--- src/rtl/if_fetch_ctrl.sv ---
// if_fetch_ctrl: IF-stage sequencing for the five-stage pipeline.
// Chooses the next PC source and the PC / IF-ID write enables.
// Handles load-use stalls, instruction-memory waits, branch/jump redirects and halt/resume.
// Also keeps saturating stall and flush counters.
module if_fetch_ctrl #(
    parameter int REG_W = 5,
    parameter int CNT_W = 16
) (
    input  logic             clk,
    input  logic             clrn,
    input  logic [REG_W-1:0] id_rs,
    input  logic [REG_W-1:0] id_rt,
    input  logic             id_uses_rs,
    input  logic             id_uses_rt,
    input  logic             ex_wreg,
    input  logic             ex_m2reg,
    input  logic [REG_W-1:0] ex_rd,
    input  logic             id_branch,
    input  logic             id_jump,
    input  logic             imem_ready,
    input  logic             halt_req,
    output logic [1:0]       pcsource,
    output logic             pc_we,
    output logic             ifid_we,
    output logic             ifid_flush,
    output logic             idex_bubble,
    output logic             halted,
    output logic [CNT_W-1:0] stall_cnt,
    output logic [CNT_W-1:0] flush_cnt
);

    typedef enum logic [1:0] {BOOT, RUN, HALT} state_t;

    localparam logic [1:0] PC_SEQ = 2'b00;
    localparam logic [1:0] PC_BR  = 2'b01;
    localparam logic [1:0] PC_JMP = 2'b10;
    localparam logic [1:0] PC_VEC = 2'b11;

    state_t           state_q, state_d;
    logic [CNT_W-1:0] stall_q, stall_d;
    logic [CNT_W-1:0] flush_q, flush_d;
    logic             hazard;
    logic             stall_inc, flush_inc;

    // A load in EX feeding a register read in ID; r0 never creates a dependency.
    assign hazard = ex_wreg && ex_m2reg && (ex_rd != '0) &&
                    ((id_uses_rs && (ex_rd == id_rs)) || (id_uses_rt && (ex_rd == id_rt)));

    // Control outputs and next state, decided from the current state and the live inputs.
    always_comb begin
        pcsource    = PC_SEQ;
        pc_we       = 1'b0;
        ifid_we     = 1'b0;
        ifid_flush  = 1'b0;
        idex_bubble = 1'b0;
        state_d     = state_q;
        stall_inc   = 1'b0;
        flush_inc   = 1'b0;
        if (clrn) begin
            ifid_flush  = 1'b1;
            idex_bubble = 1'b1;
            state_d     = BOOT;
        end else begin
            case (state_q)
                BOOT: begin
                    pcsource   = PC_VEC;
                    pc_we      = 1'b1;
                    ifid_flush = 1'b1;
                    state_d    = halt_req ? HALT : RUN;
                end
                RUN: begin
                    if (halt_req) begin
                        idex_bubble = 1'b1;
                        stall_inc   = 1'b1;
                        state_d     = HALT;
                    end else if (hazard) begin
                        // Branch operands are stale this cycle, so any redirect waits.
                        idex_bubble = 1'b1;
                        stall_inc   = 1'b1;
                    end else if (!imem_ready) begin
                        // ID stays frozen, so a pending redirect is seen again next cycle.
                        stall_inc = 1'b1;
                    end else if (id_jump) begin
                        pcsource   = PC_JMP;
                        pc_we      = 1'b1;
                        ifid_flush = 1'b1;
                        flush_inc  = 1'b1;
                    end else if (id_branch) begin
                        pcsource   = PC_BR;
                        pc_we      = 1'b1;
                        ifid_flush = 1'b1;
                        flush_inc  = 1'b1;
                    end else begin
                        pc_we   = 1'b1;
                        ifid_we = 1'b1;
                    end
                end
                HALT: begin
                    idex_bubble = 1'b1;
                    if (!halt_req) state_d = RUN;
                end
                default: state_d = BOOT;
            endcase
        end
    end

    assign halted    = !clrn && (state_q == HALT);
    assign stall_d   = (stall_inc && (stall_q != '1)) ? stall_q + CNT_W'(1) : stall_q;
    assign flush_d   = (flush_inc && (flush_q != '1)) ? flush_q + CNT_W'(1) : flush_q;
    assign stall_cnt = stall_q;
    assign flush_cnt = flush_q;

    // State and saturating counters; reset drops everything back to BOOT.
    always_ff @(posedge clk) begin
        if (clrn) begin
            state_q <= BOOT;
            stall_q <= '0;
            flush_q <= '0;
        end else begin
            state_q <= state_d;
            stall_q <= stall_d;
            flush_q <= flush_d;
        end
    end

endmodule

--- config.mk ---
export PLATFORM = sky130hd
export DESIGN_NAME = if_fetch_ctrl
export DESIGN_NICKNAME = d
export VERILOG_FILES = /design/src/rtl/if_fetch_ctrl.sv
export SDC_FILE = /design/constraint.sdc
export NUM_CORES = 1
export LEC_CHECK = 0
export ABC_CLOCK_PERIOD_IN_PS = 4100
export CORE_UTILIZATION = 32
export CTS_BUF_LIST = sky130_fd_sc_hd__clkbuf_4 sky130_fd_sc_hd__clkbuf_8
export DETAILED_ROUTE_END_ITERATION = 10
export GPL_TIMING_DRIVEN = 0
export SYNTH_ARGS = -nofsm -noshare
export SYNTH_HDL_FRONTEND = slang
export SYNTH_SLANG_ARGS = --single-unit
--- constraint.sdc ---
create_clock -name clk -period 4.1 [get_ports clk]
set_input_delay 1.23 -clock clk [delete_from_list [all_inputs] [get_ports clk]]
set_output_delay 1.23 -clock clk [all_outputs]
set_load 0.05 [all_outputs]
Word-level counts from Yosys, hierarchy flattened
Index checks and enable logic that the tools add are counted.
{ "op_classes": {"add_sub_neg": 2, "eq_ne": 8, "muxes": 41, "reduce_logical": 13} }
{ "op_table": {"columns": ["op", "n"], "rows": [
  ["$add A16 B1 Y16 const B", 2],
  ["$ne A16 B16 Y1 const B", 2],
  ["$mux W1", 28],
  ["$mux W2", 8],
  ["$eq A5 B5 Y1", 2],
  ["$logic_and A1 B1 Y1", 8],
  ["$pmux W1 S2", 3],
  ["$pmux W2 S3", 1],
  ["$reduce_bool A5 Y1", 1],
  ["$ne A2 B2 Y1 const B", 2],
  ["$pmux W2 S2", 1],
  ["$eq A2 B1 Y1 const B", 1],
  ["$eq A2 B2 Y1 const B", 1],
  ["$logic_not A2 Y1", 1],
  ["$reduce_and A2 Y1", 1],
  ["$logic_not A1 Y1", 1],
  ["$logic_or A1 B1 Y1", 1]
]} }
{ "word_totals": {"ff_bits": 34, "out_inout_bits": 39} }

Longest topological paths before layout
Gate-level depths: netlist of the first run.
{ "depth": {"ltp_word": 9, "mapped_depth": 8, "depth_no_buf": 7} }

Least setup slack after synthesis of the first run
OpenSTA, ideal clock, no wires.
{ "synth_path": {"kind": "input to output", "startpoint": "input port ex_rd[1]", "endpoint": "output port pcsource[0]", "arrival_ns": 3.068, "t_required_ns": 2.870, "slack_ns": -0.198, "path_stages": 5, "n_path_buf": 0, "cell_sequence": "or4_4 > o211a_1 > a21oi_1 > a31oi_1 > nor2_1"} }
{ "synth_via": {"elab_chain_len": 8, "elab_cells_between_ends": 12, "cone_classes": "eq/ne: 2; mux: 4; reduce/logical: 6"} }
{ "synth_lines": {"columns": ["item", "line", "rtl"], "rows": [
  ["start: declaration", "17", "input logic [REG_W-1:0] ex_rd,"],
  ["$eq A5 B5 Y1", "47", "((id_uses_rs && (ex_rd == id_rs)) || (id_uses_rt && (ex_rd == id_rt)));"],
  ["$logic_and A1 B1 Y1", "47", null],
  ["$logic_or A1 B1 Y1", "47", null],
  ["$logic_and A1 B1 Y1 *", "46", "assign hazard = ex_wreg && ex_m2reg && (ex_rd != '0) &&"],
  ["$mux W2 *", "76", "end else if (hazard) begin"],
  ["$mux W2 *", "72", "if (halt_req) begin"],
  ["$pmux W2 S2 *", "64", "case (state_q)"],
  ["$mux W2 *", "59", "if (clrn) begin"],
  ["end: declaration", "22", "output logic [1:0] pcsource,"]
]} }
Mark *: on every way between the ends. The rest lies on a longest branch, timed or not.

Worst setup path in the final report of the first run
{ "layout_path": {"startpoint": "input port ex_rd[4]", "endpoint": "output port pcsource[0]"} }
The elaborated chain is that of the path after synthesis.

==> results.yml, run 1 <==
status:
  outcome: "finished, violations left"
  violations: "DRC"
synthesis:
  synth_largest_area_cell: "dfxtp_1"
  synth.yosys.seq_area_share_pct: 31.2
  syn-cell-area_mm2: 0.00218
  synth_nets: 285
  synthCells: 255
  yosysTopAreaCellShare_pct: 31.2
  synth_area_leaders: "dfxtp_1 31%, a21oi_1 6.0%, xnor2_1 4.8%"
  yosysWarningCount: 0
  postSynthAreaPerCell_um2: 8.55
  ys_seq_elements: 34
  synth_edf_count: 0
  synth_cell_types: 54
  ys_async_sr_fraction_pct: 0
  dominantRegCellSynth: "dfxtp_1"
clocking:
  clk_latency_ns: 0.28
  holdBufCountCts: 0
  path_clk_slew_ns: 0.07
  cts-root-buf: "clkbuf_8"
  clock-sinks: 34
  clock_path_buffers: 2
  cts_made_buffers: 5
  cts.htree.levels: 2
  cts_tree: "done"
timing:
  max_slew_margin_pct: 59.3
  report.final.slew_viol_count: 0
  fin_skew_ns: 0.00233
  max_slew.worst_pin.slew_ns: 0.610
  min_period_over_period_pct: 98.8
  finalHoldViolCount: 0
  fin_crit_ns: 4.05
  fmax_mhz: 247
  setup_viol: 0
final_layout:
  mostFrequentLayoutCells: "41 x clkdlybuf4s50_1, 34 x dfxtp_1, 25 x a21oi_1"
  final_common_cell: "clkdlybuf4s50_1"
  finalNetCount: 367
  postLayoutCoreUtil_pct: 49.0
  antenna_cells: 0
  final_layout_size_suffix_gt1_share_pct: 20.8
  area_growth_pct: 45.2
  stdcell_area_mm2: 0.00317
power_and_ir_drop:
  p_leak_nw: 1.09
  powerDensity_mw_per_mm2: 323
  peakVddDrop_mv: 0.339
route:
  drc: 2
  vias_per_cell: 5.48
  first_pass_iters: 7
  drt-wirelength-per-cell_um: 14.8
  ant_nets: 0
  wirelength_um: 6110
  drt_iter0_markers: 66
  dr_total_vias: 2263
placed_design:
  portBuffers: 62
  dpl_cell_area_mm2: 0.00291
  hpwl_um: 4480
  gp_congestion: 0.802
setup_path:
  worstPathCellList: "clkdlybuf4s15_2, or4_4, o211a_4, a21oi_4, a31oi_2, nor2_2, buf_6"
  end_kind: "output pin"
  crit_slowest_cell: "or4_4"
  arrival_ns: 2.82
  cpLargestDelayFamily: "simple AND/OR/NAND/NOR gates"
  worstSetupPathType: "primary input to output pin"
  cp_slowest_stage_delay_ns: 0.50
  cp_num_buf_inv: 2
  crit_fanout: 4
  start_kind: "primary input"
  cp.required_ns: 2.87
global_route:
  grt_max_degree: 11
  antenna_found_initial: 0
  grt_usage_pct: 17.4
  grt_pass1_wl_um: 10100
  grt_pass1_vias: 2165
  gr-total-overflow: 0
floorplan:
  ios: 64
  start_util_pct: 33.8
  die_h_um: 84.6
  dieArea_mm2: 0.00715
  coreArea_mm2: 0.00646
  row_count: 29
  die-width_um: 84.6
min_path:
  hold_path.class: "flop to flop"
flow_run:
  cap_violations: 0
[cell families after synthesis]
logic type                 Yosys count  share of synthesized area (%)
and+or+nand+nor                    113                           29.6
AOI/OAI and AO/OA                   65                           22.3
DFF                                 34                           31.2
buffers and inverters               17                           4.53
xor gates and xnor gates            13                           5.22
muxes                                8                           4.30
adders and majority gates            5                           2.87
[flip-flops by register name, indices dropped and copies added (netlist names)]
| signal | cells |
|---|---|
| state_q | 2 |
| flush_cnt | 16 |
| stall_cnt | 16 |
[metrics by stage]
step / setup WS, ns / hold WS [ns] / setup TNS (ns) / cells / total power, mW
after floorplan: 0.0140 / 0.485 / 0 / 255 / 0.626
after global placement: -1.06 / 0.492 / -5.92 / 394 / 0.744
after detailed placement: -1.08 / 0.500 / -5.96 / 394 / 0.745
after CTS: -0.00443 / 0.511 / -0.00443 / 408 / 1.02
after global routing: -0.0173 / 0.537 / -0.0370 / 413 / 1.07
final: 0.0477 / 0.505 / 0 / 413 / 1.02
[report_power, final]
group | switching, mW | leakage (nW) | internal (mW)
clock | 0.119 | 0.0431 | 0.130
combinational | 0.249 | 0.775 | 0.164
sequential | 0.0153 | 0.274 | 0.344
[Yosys cell counts (2+ instances only)]
master,number
mux2_4,2
o31ai_1,9
clkbuf_1,6
o21ai_0,4
nor3_1,4
xnor2_1,12
mux2_2,3
nand3b_1,2
nand3_1,18
or3_1,13
a21o_1,2
mux2i_1,3
nor2_1,17
nor2b_1,9
nand2_1,14
buf_6,2
a21oi_1,26
o21ai_2,6
inv_1,7
and3_1,7
ha_1,5
nor4_2,2
and2_1,2
dfxtp_1,34
or4_1,10
nand4_1,8
[repair_timing]
| action | CTS | global route |
|---|---|---|
| gates resized for setup | 69 | 14 |
| setup buffers | 8 | 5 |
| endpoints found under the setup margin | 7 | 6 |
| pin swaps | 15 | 15 |
[cell type report]
type | count | area, µm²
tap | 77 | 96.3
buffer | 10 | 73.8
clock buffer | 6 | 82.6
multi-input combinational | 204 | 1480
sequential | 34 | 681
timing repair buffer | 75 | 723
inverter | 7 | 26.3
fill | 639 | 3290
[worst min-delay path: stages, from the launching register on]
cell     delay, ns
dfxtp_1       0.34
o31ai_1       0.07
a21oi_1       0.05
[per-layer routing]
layer / global-route usage, % / part of all wire, % / up-vias
met4: 5.86 / 1.4 / 0
li1: - / - / 1129
met2: 29.9 / 48 / 56
met3: 4.92 / 5.5 / 11
met5: 0 / 0 / -
met1: 21.0 / 45 / 1067
[final timing paths]
check	end	slack (ns)	cells after the start	from
worst max-delay path	pcsource[0]	0.05	7	ex_rd[4]
worst min register to register	flush_cnt[8]	0.50	2	flush_cnt[8]
worst min-delay path	flush_cnt[8]	0.50	2	flush_cnt[8]
worst max register to register	flush_cnt[12]	2.00	7	state_q[1]
Power figures use the tool's default switching activity.
==> run 2, diff against run 1 <==
--- a/config.mk
+++ b/config.mk
@@ -10,6 +10,7 @@
 export CTS_BUF_LIST = sky130_fd_sc_hd__clkbuf_4 sky130_fd_sc_hd__clkbuf_8
 export DETAILED_ROUTE_END_ITERATION = 10
 export GPL_TIMING_DRIVEN = 0
+export PLACE_DENSITY_LB_ADDON = 0.25
 export SYNTH_ARGS = -nofsm -noshare
 export SYNTH_HDL_FRONTEND = slang
 export SYNTH_SLANG_ARGS = --single-unit
==> run 2 against run 1 <==
Against the previous run:
- the flow still finishes with violations (DRC)
- global-route usage is 0.54 points lower
- combinational power is 4.8% lower
- final cell count is 0.24% lower
- final area is 2.0% lower
- total power is 3.1% lower
- count of clock-buffer cells in the layout is 1 lower
- setup slack worse by 0.0099 ns
- sequential share of layout area is 0.43 points higher
- clock skew is 0.0082 ns higher
- clock power is 4% lower
- non-clock buffer count is 2 lower
==> results.yml, run 2 (same netlist as run 1, synthesis figures left out) <==
power_and_ir_drop:
  internal-power_uw: 613
  switching_power_uw: 377
  seqPwrFrac_pct: 36.3
  clkPwrFrac_pct: 24.1
  combinationalPowerShare_pct: 39.7
  p_leak_nw: 1.06
  p_sw_share_pct: 38.1
  powerDensity_mw_per_mm2: 319
  peakVddDrop_mv: 0.272
global_route:
  use_met2_pct: 27.9
  grt_usage_pct: 16.9
  grt_pass1_vias: 2056
  gr-total-overflow: 0
  busiest_layer: "met2"
  met3_usage_pct: 2.95
  grt_max_degree: 11
  antenna_found_initial: 0
  grt_pass1_wl_um: 9800
  met1_usage_pct: 22.7
placed_design:
  placed_cells: 394
  dpl_cell_area_mm2: 0.00291
  hpwl_um: 4350
  gp_congestion: 0.782
  portBuffers: 62
setup_path:
  cp.required_ns: 2.87
  arrival_ns: 2.83
  start_kind: "primary input"
  end_kind: "output pin"
  worstSetupPathType: "primary input to output pin"
  crit_fanout: 4
route:
  vias_per_cell: 5.33
  dr_total_vias: 2197
  wirelength_um: 5890
  first_pass_iters: 8
  drc: 4
  drt-wirelength-per-cell_um: 14.3
  drt_iter0_markers: 72
  ant_nets: 0
clocking:
  cts_tree: "done"
  clk_latency_ns: 0.29
  clock_path_buffers: 2
  cts-root-buf: "clkbuf_8"
  holdBufCountCts: 0
  cts.htree.levels: 2
  cts_made_buffers: 5
  path_clk_slew_ns: 0.06
  clock-sinks: 34
final_layout:
  postLayoutCoreUtil_pct: 48.1
  finalNetCount: 365
  final_common_cell: "clkdlybuf4s50_1"
  area_growth_pct: 42.3
  antenna_cells: 0
  n_fill_cell: 646
  final-instance-count-excl-fill: 412
  final_layout_size_suffix_gt1_share_pct: 19.4
  stdcell_area_mm2: 0.00310
  mostFrequentLayoutCells: "41 x clkdlybuf4s50_1, 34 x dfxtp_1, 24 x a21oi_1"
timing:
  fin_crit_ns: 4.06
  fin_skew_ns: 0.0105
  setup_viol: 0
  min_period_over_period_pct: 99.1
  finalHoldViolCount: 0
  max_slew_margin_pct: 60.5
  report.final.slew_viol_count: 0
  fmax_mhz: 246
  max_slew.worst_pin.slew_ns: 0.592
  tns_ns: 0
status:
  violations: "DRC"
  outcome: "finished, violations left"
floorplan:
  start_util_pct: 33.8
  ios: 64
  die-width_um: 84.6
  coreArea_mm2: 0.00646
  die_h_um: 84.6
  row_count: 29
  dieArea_mm2: 0.00715
min_path:
  hold_path.class: "flop to flop"
flow_run:
  cap_violations: 0
## run 2: power groups by stage
stage	clock network (mW)	logic, mW	registers (mW)
floorplan	0	0.246	0.379
global placement	0	0.372	0.366
detailed placement	0	0.371	0.367
CTS	0.245	0.388	0.359
global route	0.260	0.423	0.362
finish	0.238	0.393	0.359
## run 2: per-layer routing
layer,vias to the layer above,wire length [µm],part of all wire [%]
met5,-,0,0
met4,0,0,0
met3,0,232,3.9
met2,43,2790,47
met1,1030,2860,49
li1,1124,-,-
## run 2: final timing paths
check	startpoint	endpoint	cells after the start	slack (ns)
hold reg to reg	stall_cnt[14]	stall_cnt[14]	2	0.50
setup reg to reg	state_q[1]	flush_cnt[12]	7	2.00
hold / removal	stall_cnt[14]	stall_cnt[14]	2	0.50
setup / recovery	ex_rd[4]	ifid_flush	7	0.04
## run 2: stage by stage
stage | total power, mW | hold slack [ns] | worst slack [ns]
3_3_place_gp | 0.738 | 0.492 | -1.09
4_1_cts | 0.993 | 0.505 | 0.00314
5_1_grt | 1.04 | 0.519 | -0.0152
6_report | 0.990 | 0.503 | 0.0377
3_5_place_dp | 0.738 | 0.492 | -1.09
2_1_floorplan | 0.626 | 0.485 | 0.0140
## run 2: what timing repair did
action,in CTS,in global routing
gates resized for setup,69,7
setup endpoints to repair,7,5
pin swaps,17,12
setup buffers,9,2
gates cloned,0,0
## run 2: layout make-up
cell class,count,area (µm²),area share [%]
Sequential cell,34,681,21.9
Buffer,10,73.8,2.38
Inverter,7,26.3,0.846
Clock inverter,2,10.0,0.322
Timing Repair Buffer,73,687,22.1
Tap cell,77,96.3,3.10
Clock buffer,5,68.8,2.22
Multi-Input combinational cell,204,1460,47.1
## run 2: worst max-delay path: stages
cell and delay (ns):
clkdlybuf4s15_2 0.21, or4_4 0.53, o211a_4 0.27, buf_4 0.14, a21boi_4 0.16, or3_4 0.15, buf_8 0.14
